<file path="src/rtl/led_chaser_multi.sv">
// LED bank pattern generator: rotate, ping-pong and fill/drain
// patterns advanced by a speed-selectable prescaler.
module led_chaser_multi #(
  parameter int N_LED      = 8,
  parameter int DIV_BASE   = 200_000,
  parameter int CNT_W      = 25,
  parameter bit ACTIVE_LOW = 1
) (
  input  logic             clk,
  input  logic             rst,
  input  logic             en,
  input  logic [1:0]       mode,
  input  logic [1:0]       speed,
  output logic [N_LED-1:0] led,
  output logic             step
);

  localparam logic [CNT_W-1:0] BASE = CNT_W'(DIV_BASE);
  localparam logic [N_LED-1:0] ONE  = N_LED'(1);

  logic [CNT_W-1:0] cnt, cnt_d, per_m1;
  logic [N_LED-1:0] pat, pat_d;
  logic             dir, dir_d;
  logic             phase, phase_d;
  logic             step_d;
  logic [1:0]       mode_q;
  logic             tick;

  // >= lets a speed decrease take effect on the next clock
  assign per_m1 = (BASE << speed) - CNT_W'(1);
  assign tick   = en && (cnt >= per_m1);

  always_comb begin
    cnt_d   = cnt;
    pat_d   = pat;
    dir_d   = dir;
    phase_d = phase;
    step_d  = 1'b0;
    if (mode != mode_q) begin
      cnt_d   = '0;
      pat_d   = ONE;
      dir_d   = 1'b0;
      phase_d = 1'b0;
    end else if (tick) begin
      cnt_d  = '0;
      step_d = 1'b1;
      unique case (mode_q)
        2'b00: pat_d = {pat[N_LED-2:0], pat[N_LED-1]};
        2'b01: pat_d = {pat[0], pat[N_LED-1:1]};
        2'b10: begin
          if (!dir) begin
            if (pat[N_LED-1]) begin
              dir_d = 1'b1;
              pat_d = pat >> 1;
            end else begin
              pat_d = pat << 1;
            end
          end else begin
            if (pat[0]) begin
              dir_d = 1'b0;
              pat_d = pat << 1;
            end else begin
              pat_d = pat >> 1;
            end
          end
        end
        2'b11: begin
          if (!phase) begin
            if (&pat) begin
              phase_d = 1'b1;
              pat_d   = pat << 1;
            end else begin
              pat_d = {pat[N_LED-2:0], 1'b1};
            end
          end else begin
            if (pat == '0) begin
              phase_d = 1'b0;
              pat_d   = ONE;
            end else begin
              pat_d = pat << 1;
            end
          end
        end
      endcase
    end else if (en) begin
      cnt_d = cnt + CNT_W'(1);
    end
  end

  always_ff @(posedge clk) begin
    if (rst) begin
      cnt    <= '0;
      pat    <= ONE;
      dir    <= 1'b0;
      phase  <= 1'b0;
      step   <= 1'b0;
      mode_q <= mode;
    end else begin
      cnt    <= cnt_d;
      pat    <= pat_d;
      dir    <= dir_d;
      phase  <= phase_d;
      step   <= step_d;
      mode_q <= mode;
    end
  end

  assign led = ACTIVE_LOW ? ~pat : pat;

endmodule

</file>
<file path="config.mk">
export PLATFORM = sky130hd
export DESIGN_NAME = led_chaser_multi
export DESIGN_NICKNAME = d
export VERILOG_FILES = /design/src/rtl/led_chaser_multi.sv
export SDC_FILE = /design/constraint.sdc
export NUM_CORES = 1
export LEC_CHECK = 0
export ABC_AREA = 1
export BUFFER_PORTS_ARGS = -buffer_cell sky130_fd_sc_hd__buf_4
export CAP_MARGIN = 20
export CORE_MARGIN = 3
export CORE_UTILIZATION = 35
export CTS_CLUSTER_SIZE = 30
export DETAILED_ROUTE_END_ITERATION = 8
export GPL_ROUTABILITY_DRIVEN = 0
export PLACE_DENSITY = 0.53
export SLEW_MARGIN = 30
export SYNTH_ARGS = -nofsm -noshare
export SYNTH_HDL_FRONTEND = slang
export SYNTH_SLANG_ARGS = --single-unit
</file>
<file path="constraint.sdc">
create_clock -name clk -period 2.9 [get_ports clk]
set_clock_uncertainty 0.2 [all_clocks]
set_input_delay 0.145 -clock clk [delete_from_list [all_inputs] [get_ports clk]]
set_output_delay 0.145 -clock clk [all_outputs]
set_load 0.01 [all_outputs]
</file>
After elaboration in Yosys (flattened, before gate mapping)
Cells that the tools add are included.
{"block": "totals", "input_bits": 7, "ff_bits": 38, "elab_cells": 37}
{"block": "classes", "shift": 1, "reduce_logical": 8, "n_eq_ne": 4, "bitwise_logic": 1, "muxes": 14, "magnitude_cmp": 1, "add_sub_neg": 2}
{"cell": "$mux W8", "n": 5}
{"cell": "$pmux W8 S4", "n": 1}
{"cell": "$add A25 B1 Y25 const B", "n": 1}
{"cell": "$ge A25 B25 Y1", "n": 1}
{"cell": "$shl A18 B2 Y25 const A", "n": 1}
{"cell": "$sub A25 B1 Y25 const B", "n": 1}
{"cell": "$logic_not A8 Y1", "n": 1}
{"cell": "$mux W1", "n": 8}
{"cell": "$not A8 Y8", "n": 1}
{"cell": "$reduce_and A8 Y1", "n": 1}
{"cell": "$eq A2 B2 Y1 const B", "n": 2}
{"cell": "$reduce_and A2 Y1", "n": 2}
{"cell": "$reduce_or A3 Y1", "n": 1}
{"cell": "$eq A2 B1 Y1 const B", "n": 1}
{"cell": "$logic_not A2 Y1", "n": 1}
{"cell": "$ne A2 B2 Y1", "n": 1}
{"cell": "$reduce_or A2 Y1", "n": 1}
{"cell": "$logic_and A1 B1 Y1", "n": 1}

Depth between registers and ports, before layout
Gate-level depths: netlist of run 1.
{"block": "depth", "word_depth": 5, "depth_mapped": 17, "depth_no_buf": 17}

Least setup slack after synthesis of run 1
No wires, ideal clock.
{"block": "synth_path", "kind": "input to register", "start": "input speed[0]", "end": "register cnt[11]", "t_required_ns": 2.585, "arrival_time_ns": 1.978, "stages": 16, "path_slack_ns": 0.607, "setup_time_ns": 0.115, "cell_sequence": "inv_1 > ha_1 > nor3_1 > nand4_1 > xor2_1 > ha_1 > nand2_1 > nor2_1 > nand3_1 > nor2_1 > nor2_2 > nand3_4 > nand2_8 > nand2_8 > buf_6 > nor2_1"}
{"block": "synth_via", "elab_chain_cells": 5}
{"element": "start: declaration", "line_no": "13", "rtl": "input logic [1:0] speed,"}
{"element": "$shl A18 B2 Y25", "line_no": "30", "rtl": "assign per_m1 = (BASE << speed) - CNT_W'(1);"}
{"element": "$sub A25 B1 Y25", "line_no": "30"}
{"element": "$ge A25 B25 Y1", "line_no": "31", "rtl": "assign tick = en && (cnt >= per_m1);"}
{"element": "$logic_and A1 B1 Y1", "line_no": "31"}
{"element": "$reduce_or A3 Y1 (no line)"}
{"element": "end signal: assignment", "line_no": "99", "rtl": "cnt <= cnt_d;"}
{"element": "end: declaration", "line_no": "21", "rtl": "logic [CNT_W-1:0] cnt, cnt_d, per_m1;"}
No other way between the ends.
A chain may end at the register's enable or synchronous reset.

Worst setup path in the final report of run 1
{"block": "layout_path", "start": "input speed[0]", "end": "register phase"}
{"block": "layout_via", "elab_chain_cells": 5}
{"element": "$shl A18 B2 Y25", "line_no": "30"}
{"element": "$sub A25 B1 Y25", "line_no": "30"}
{"element": "$ge A25 B25 Y1", "line_no": "31"}
{"element": "$logic_and A1 B1 Y1", "line_no": "31"}
{"element": "$reduce_and A2 Y1 (no line)"}
{"element": "end signal: assignment", "line_no": "102", "rtl": "phase <= phase_d;"}
{"element": "end: declaration", "line_no": "24", "rtl": "logic phase, phase_d;"}
No other way between the ends.

==> impl_metrics.csv, run 1 <==
group,metric,value,unit
critical_path,critPathMaxFanout,26,
finish,area_growth_syn_to_layout,11.8,%
critical_path,reg2reg_setup_slack,770,ps
flow_run,max_cap_violations,0,
cts,path_clk_slew,70,ps
cts,clockBufferDepth,2,
yosys,synth.cell_area,0.00259,sq mm
floorplan,fp.dieH,92.1,um
detailed_routing,drc,0,
detailed_routing,avgRoutedWirePerCell,11.7,um
global_route,grt_max_degree,27,
timing,fmax,414,MHz
min_path,hp-class,"input pin to flip-flop",
global_route,grt_usage,14.7,%
cts,cts_buffers,5,
yosys,async_reset_ff_share,0,%
detailed_routing,vias_per_cell,4.74,
critical_path,crit_type,"input pin to flip-flop",
floorplan,core,0.00698,sq mm
critical_path,path_cells,"buf_4, inv_1, ha_1, inv_1, nand4_1, xor2_1, ha_1, nand2_1, nor2_1, nand3_1, inv_1, nand2_1, nand3_4, nand2_8, nand2_8, nand2_1, nand2_1, inv_1",
timing,rsz0062_at_grt,"no",
timing,finalSetupTns,0,ps
yosys,syn_area_per_cell,7.05,sq um
yosys,synth_top_area_cell,"dfxtp_1",
cts,post_cts_resized,0,
global_route,grt_overflow,0,
finish,fillers,756,
timing,worstMarginPinSlew,527,ps
detailed_routing,first_pass_iters,4,
critical_path,rr_startpoint,"cnt[8]",
min_path,min_to,"cnt[1]",
place,dp_hpwl,4.38,mm
floorplan,die_w,92.1,um
yosys,synth_fp_nets,399,
yosys,yosysTopAreaCellShare,29.3,%
critical_path,rr_endpoint,"cnt[10]",
floorplan,start_util,37.2,%
run_status,run_status,"complete, no violations",
yosys,ys_top_cells_by_area,"dfxtp_1 29%, nand2_1 14%, ha_1 12%",
critical_path,critPathSlowestCell,"ha_1",
floorplan,die_area,0.00848,sq mm
pwr,power,985,uW
pwr,irDropWorstVdd,219,uV
timing,max-slew-margin-rel,64.7,%
critical_path,r2r_cells,10,
timing,hold_slack,20.0,ps
detailed_routing,drtIter0Drc,110,
min_path,holdPathStages,3,
finish,diodes,0,
yosys,ys_seq_elements,38,
finish,layout-drive-gt1-share,10.8,%
detailed_routing,routed_wl,5.69,mm
floorplan,core.rowCount,30,
detailed_routing,ant_nets,0,
timing,final_hold_viol_count,0,
yosys,yosysUniqueCellTypes,37,
cts,clock-sinks,38,
critical_path,critPathMaxStageDelay,320,ps
critical_path,crit_arrival,2400,ps
global_route,grt_pass1_wl,10.2,mm
cts,cts_tree,"done",
critical_path,startpoint_type,"input pin",
cts,cts_htree_levels,2,
cts,insertion_delay,290,ps
pwr,power_density,340,mW/mm^2
detailed_routing,vias,2295,
finish,fin_nets,418,
timing,layout_min_cycle_time,2410,ps
place,io_buffers,15,
critical_path,crit_required,2890,ps
yosys,ys_seq_area_share,29.3,%
floorplan,ios,16,
yosys,synth_flop_cell,"dfxtp_1",
pwr,p_leak,1.29,nW
min_path,min_from,"en",
yosys,synth_most_common_cell,"nand2_1",
timing,fin_crit_sh,83.2,%
yosys,syn_inst,368,
yosys,yosys-top-cells-count,"94 x nand2_1, 47 x inv_1, 43 x nor2_1",
cts,cts_root_buf,"clkbuf_8",
global_route,grt_pass1_vias,2224,
timing,setup_violations,0,
critical_path,endpoint_kind,"flip-flop",
yosys,yosysWarnings,0,
yosys,synth_edf_count,0,
timing,maxSlewViolCount,0,
global_route,grt_antenna_before_repair,0,
-- sequential cells by signal, summed over array words and instances, names as in the netlist --
name / cells
dir: 1
phase: 1
mode_q: 2
cnt: 25
step: 1
pat: 8
-- cell type report --
cell class	instances	area, sq um	area share [%]
clock inverters	1	5.00	0.173
multi-input cells	276	1610	55.6
inverters	49	184	6.34
repair buffers	17	133	4.57
well taps	96	120	4.14
flip-flops and latches	38	761	26.2
clock buffers	7	86.3	2.98
-- repair_timing --
item,in CTS,in global routing
buffers inserted,0,0
endpoints found under the hold margin,2,0
hold buffers,2,0
-- where the power goes --
group,internal [mW],switching [mW]
Combinational,0.0287,0.0549
Sequential,0.524,0.00302
Clock,0.192,0.183
-- routing by layer --
layer,vias up,GRT usage (%),wire length (um)
met3,6,2.87,252
met5,-,0,0
li1,1213,-,-
met2,40,23.4,2490
met4,0,4.21,72
met1,1036,20.1,2870
-- cells in the final DEF (no fill, tap or decap), drive strengths merged, types with 2 or more instances in the layout --
master / n
nor3: 14
xor2: 12
nand3: 29
xnor2: 8
ha: 24
buf: 15
nand2: 98
nor2: 49
o22ai: 2
dlygate4sd3: 2
a21oi: 9
clkbuf: 7
nand4: 10
dfxtp: 38
inv: 49
o21ai: 11
or2: 2
-- worst max-delay path, delay by kind of cell --
family	cells	cell delay, ps
XOR/XNOR	1	170
adder cells (fa/ha/maj)	2	590
AND/OR/NAND/NOR	10	1070
buffers and inverters	5	420
-- how the worst max path moves through the flow --
stage,startpoint,endpoint,slack (ps),cells past startpoint
after floorplan,speed[0],cnt[11],610,16
after global placement,speed[0],phase,250,18
after detailed placement,speed[0],phase,170,18
after CTS,speed[0],phase,480,18
after global routing,speed[0],phase,230,18
final,speed[0],phase,490,18
-- cell families (layout without fill, tap and decap cells) --
| kind of cell | count (synthesis) | after routing | share of synthesized area, % |
|---|---|---|---|
| fa+ha+maj | 24 | 24 | 11.6 |
| other cells | 1 | 1 | 0.145 |
| flops | 38 | 38 | 29.3 |
| compound gates | 27 | 27 | 5.93 |
| buf+inv | 54 | 74 | 8.58 |
| xor+xnor | 20 | 20 | 6.75 |
| simple gates | 204 | 204 | 37.7 |
-- per-stage QoR --
step | cell area [sq um] | cells | worst slack, ps | utilization, %
final | 2900 | 484 | 487 | 41.5
after global routing | 2900 | 484 | 231 | 41.5
after CTS | 2900 | 484 | 476 | 41.5
after detailed placement | 2790 | 474 | 166 | 39.9
after global placement | 2790 | 474 | 250 | 39.9
after floorplan | 2590 | 368 | 607 | -
No activity file was read; power rests on OpenSTA's default activity.
==> inputs of run 2 (changes only) <==
Settings changed: PLACE_DENSITY 0.53 to 0.55.
Clock period 2.9 ns to 2.1 ns, I/O delays scaled along.
==> impl_metrics.csv, run 2 (synthesis results as in run 1) <==
group,metric,value,unit
run_status,run_status,"complete, no violations",
detailed_routing,avgRoutedWirePerCell,11.6,um
place,io_buffers,15,
global_route,grt_overflow,0,
critical_path,crit_required,2110,ps
global_route,grt_antenna_before_repair,0,
timing,final_hold_viol_count,0,
global_route,grt_pass1_vias,2336,
critical_path,reg2reg_setup_slack,70,ps
floorplan,start_util,37.2,%
place,dp_hpwl,4.44,mm
min_path,hp-class,"input pin to flip-flop",
min_path,holdPathStages,6,
cts,cts_root_buf,"clkbuf_8",
critical_path,rr_endpoint,"cnt[11]",
timing,finalSetupTns,0,ps
critical_path,startpoint_type,"input pin",
flow_run,max_cap_violations,0,
critical_path,critPathMaxStageDelay,280,ps
timing,setup_violations,0,
pwr,irDropWorstVdd,324,uV
finish,final_area,0.00337,sq mm
critical_path,worstSetupPathDepth,17,
cts,cts_htree_levels,2,
timing,layout_min_cycle_time,2080,ps
critical_path,critPathMaxFanout,8,
cts,insertion_delay,280,ps
timing,fin_ws,22.5,ps
global_route,grt_max_degree,14,
timing,fin_crit_sh,98.9,%
finish,layout-drive-gt1-share,25.3,%
min_path,min_from,"rst",
critical_path,critPathSlowestCell,"ha_1",
global_route,grt_usage,14.9,%
finish,final_cell_mix,"90 x nand2_1, 44 x inv_1, 39 x buf_4",
cts,clockBufferDepth,2,
floorplan,ios,16,
timing,rsz0062_at_grt,"yes",
finish,top_register,"cnt",
critical_path,crit_type,"input pin to flip-flop",
place,place_area,0.00298,sq mm
detailed_routing,ant_nets,0,
cts,cts_tree,"done",
detailed_routing,first_pass_iters,4,
cts,path_clk_slew,70,ps
floorplan,core.rowCount,30,
timing,maxSlewViolCount,0,
finish,diodes,0,
floorplan,die_area,0.00848,sq mm
floorplan,core,0.00698,sq mm
critical_path,crit_arrival,2090,ps
cts,clock-sinks,38,
finish,top_regs,"cnt (25), pat (8), mode_q (2)",
finish,largest_register_ffs,25,
detailed_routing,routed_wl,5.99,mm
critical_path,critPathTopFamily,"adder cells",
detailed_routing,vias,2404,
critical_path,endpoint_kind,"flip-flop",
floorplan,fp.dieH,92.1,um
detailed_routing,vias_per_cell,4.67,
place,place_ws,-409,ps
critical_path,path_cells,"buf_6, inv_4, buf_4, ha_1, inv_1, ha_1, ha_1, nand2_2, inv_1, a21oi_2, nand2_1, nand2_2, nand3_4, nand2_8, nand2_8, buf_12, nor2_2",
floorplan,die_w,92.1,um
pwr,power_density,445,mW/mm^2
cts,cts_buffers,5,
critical_path,rr_startpoint,"cnt[18]",
finish,fillers,702,
finish,fin_nets,449,
detailed_routing,drc,0,
critical_path,cp_common_cell,"ha_1",
pwr,p_leak,1.47,nW
critical_path,endpoint,"cnt[11]",
finish,final_common_cell,"nand2_1",
detailed_routing,drtIter0Drc,106,
finish,area_growth_syn_to_layout,29.7,%
critical_path,crit_buf_inv,6,
timing,fmax,481,MHz
global_route,grt_pass1_wl,10.5,mm
critical_path,crit_start,"speed[1]",
critical_path,r2r_cells,11,
-- run 2: changes by cell type in the layout (fill, tap and decap cells not counted), moves of 4 or more --
| cell | delta |
|---|---|
| buf_4 | +24 |
| nor2_2 | +9 |
| a21oi_1 | -4 |
| nand2_1 | -4 |
| nor2_1 | -11 |
| nand3_1 | -8 |
| a21oi_2 | +4 |
| nand2_2 | +4 |
| nand3_2 | +8 |
-- run 2: report_power, final --
group          internal (mW)  switching (mW)  leakage (nW)
clock network          0.356           0.244        0.0524
registers              0.723         0.00358         0.307
logic                 0.0739          0.0970          1.12
-- run 2: metrics by stage --
stage,hold slack [ps],total power [mW],instances,util (%)
after floorplan,-67.3,0.829,368,-
after global placement,26.8,0.873,499,42.7
after detailed placement,27.5,0.874,499,42.7
after CTS,48.8,1.51,511,46.6
after global routing,148,1.57,515,48.2
final,134,1.50,515,48.2
-- run 2: timing repair --
item / CTS / global route
gates cloned: 1 / 0
gates resized for setup: 27 / 19
setup buffers: 0 / 4
setup endpoints to repair: 33 / 36
pin swaps: 16 / 13
hold buffers: 3 / 0
hold endpoints to repair: 4 / 0
-- run 2: worst reg2reg max path, delay by kind of cell (launching register included) --
family / cells / cell delay, ps
AND/OR/NAND/NOR: 7 / 780
flip-flops: 1 / 330
adder cells (fa/ha/maj): 1 / 310
buffers and inverters: 2 / 200
AO/OA/AOI/OAI: 1 / 150
-- run 2: routing by layer --
metal / routed length, um / vias to the layer above / global-route usage, %
met3: 154 / 4 / 2.54
met4: 48 / 0 / 2.60
met1: 2950 / 1096 / 19.5
li1: - / 1275 / -
met2: 2840 / 29 / 26.0
met5: 0 / - / 0
-- run 2: worst min-delay path by stage --
stage                endpoint  slack, ps
finish                 pat[5]        130
global route           pat[5]        150
CTS                      step         50
detailed placement  mode_q[1]         30
global placement    mode_q[1]         30
floorplan           mode_q[0]        -70
-- run 2: cell type report --
class | count | area (sq um) | share of cell area (%)
repair buffers | 47 | 404 | 12.0
well taps | 96 | 120 | 3.57
inverters | 49 | 194 | 5.76
clock buffers | 7 | 76.3 | 2.27
flip-flops and latches | 38 | 761 | 22.6
clock inverters | 1 | 30.0 | 0.892
multi-input cells | 277 | 1780 | 52.9
==> inputs of run 3 (changes only) <==
Settings changed: GPL_TIMING_DRIVEN from default to 0.
==> impl_metrics.csv, run 3 (synthesis results as in run 1) <==
group,metric,value,unit
run_status,run_status,"finished, violations left",
run_status,violations,"negative setup slack",
timing,maxSlewViolCount,0,
global_route,grt_usage,15.1,%
pwr,power,1.44,mW
detailed_routing,drc,0,
flow_run,max_cap_violations,0,
critical_path,r2r_cells,12,
critical_path,crit_type,"input pin to flip-flop",
critical_path,reg2reg_setup_slack,50,ps
detailed_routing,vias_per_cell,4.79,
global_route,grt_pass1_wl,10.5,mm
critical_path,critPathMaxFanout,8,
timing,layout_min_cycle_time,2110,ps
min_path,holdPathStages,4,
global_route,grt_pass1_vias,2343,
pwr,power_density,436,mW/mm^2
timing,rsz0062_at_grt,"yes",
timing,finalSetupTns,-6.08,ps
cts,path_clk_slew,70,ps
timing,setup_violations,1,
global_route,grt_antenna_before_repair,0,
finish,fin_nets,439,
timing,fmax,475,MHz
cts,cts_root_buf,"clkbuf_8",
detailed_routing,avgRoutedWirePerCell,12.1,um
global_route,grt_overflow,0,
finish,fin_util,47.3,%
place,dp_hpwl,4.37,mm
finish,top_register,"cnt",
finish,diodes,0,
cts,insertion_delay,290,ps
cts,clock-sinks,38,
detailed_routing,routed_wl,6.12,mm
finish,area_growth_syn_to_layout,27.4,%
finish,fillers,750,
finish,final_area,0.00331,sq mm
cts,cts_htree_levels,2,
cts,clockBufferDepth,2,
critical_path,crit_arrival,2140,ps
critical_path,crit_required,2130,ps
place,place_ws,-571,ps
timing,worstMarginPinSlew,566,ps
timing,final_hold_viol_count,0,
detailed_routing,first_pass_iters,5,
floorplan,fp.dieH,92.1,um
detailed_routing,vias,2419,
floorplan,core.rowCount,30,
floorplan,start_util,37.2,%
cts,cts_buffers,5,
place,place_area,0.00283,sq mm
pwr,irDropWorstVdd,289,uV
floorplan,die_w,92.1,um
detailed_routing,ant_nets,0,
timing,max-slew-margin-rel,62.0,%
timing,fin_ws,-6.08,ps
floorplan,core,0.00698,sq mm
cts,cts_tree,"done",
finish,top_regs,"cnt (25), pat (8), mode_q (2)",
critical_path,endpoint_kind,"flip-flop",
finish,final_cell_mix,"87 x nand2_1, 44 x inv_1, 33 x dfxtp_1",
timing,fin_crit_sh,100,%
critical_path,startpoint_type,"input pin",
detailed_routing,drtIter0Drc,95,
finish,largest_register_ffs,25,
finish,layout-drive-gt1-share,26.2,%
floorplan,ios,16,
floorplan,die_area,0.00848,sq mm
global_route,grt_max_degree,12,
pwr,p_leak,1.43,nW
min_path,hp-class,"input pin to flip-flop",
finish,final_common_cell,"nand2_1",
place,io_buffers,15,
run 3: worst paths after layout:
kind | end | startpoint
setup reg to reg | pat[2] | cnt[15]
hold / removal | step | rst
hold reg to reg | pat[2] | pat[2]
setup / recovery | pat[2] | speed[0]
run 3: critical path: stages:
cell and delay, ps:
buf_12 80, inv_8 40, ha_4 150, nor3_2 170, nand4_1 110, xor2_1 160
ha_1 270, nand2_1 60, nor2_2 120, nand3_2 100, inv_1 80, nand2_2 60
nand3_4 120, nand2_8 80, buf_6 140, nor2_8 160, nand2_1 70, nand2_1 60
run 3: metrics by stage:
step           cells  hold WS (ps)
5_1_grt          505          75.4
3_5_place_dp     479          27.4
6_report         505          52.9
3_3_place_gp     479          25.5
4_1_cts          502          16.7
2_1_floorplan    368         -67.3
run 3: layout make-up:
cell class	count	area [sq um]	area share (%)
multi-input cells	276	1750	52.9
flip-flops and latches	38	767	23.2
repair buffers	34	348	10.5
inverters	49	199	6.02
well taps	96	120	3.63
clock buffers	7	86.3	2.61
plain buffers	4	31.3	0.946
clock inverters	1	5.00	0.151
run 3: per-layer routing:
layer | wire length, um | GRT usage (%)
met2 | 2970 | 26.9
met4 | 89 | 4.46
met3 | 228 | 2.79
met1 | 2830 | 18.4
met5 | 0 | 0
run 3: report_power, final:
group          switching [mW]  total, mW  internal, mW
Combinational           0.101      0.187        0.0860
Clock                   0.263      0.528         0.265
Sequential            0.00439      0.727         0.723
run 3: timing repair:
action | 4_1_cts | 5_1_grt
cloned | 1 | 1
resized for setup | 28 | 38
endpoints found under the setup margin | 36 | 36
endpoints found under the hold margin | 4 | 0
pin swaps | 20 | 11
hold buffers | 3 | 0
setup buffers | 11 | 3
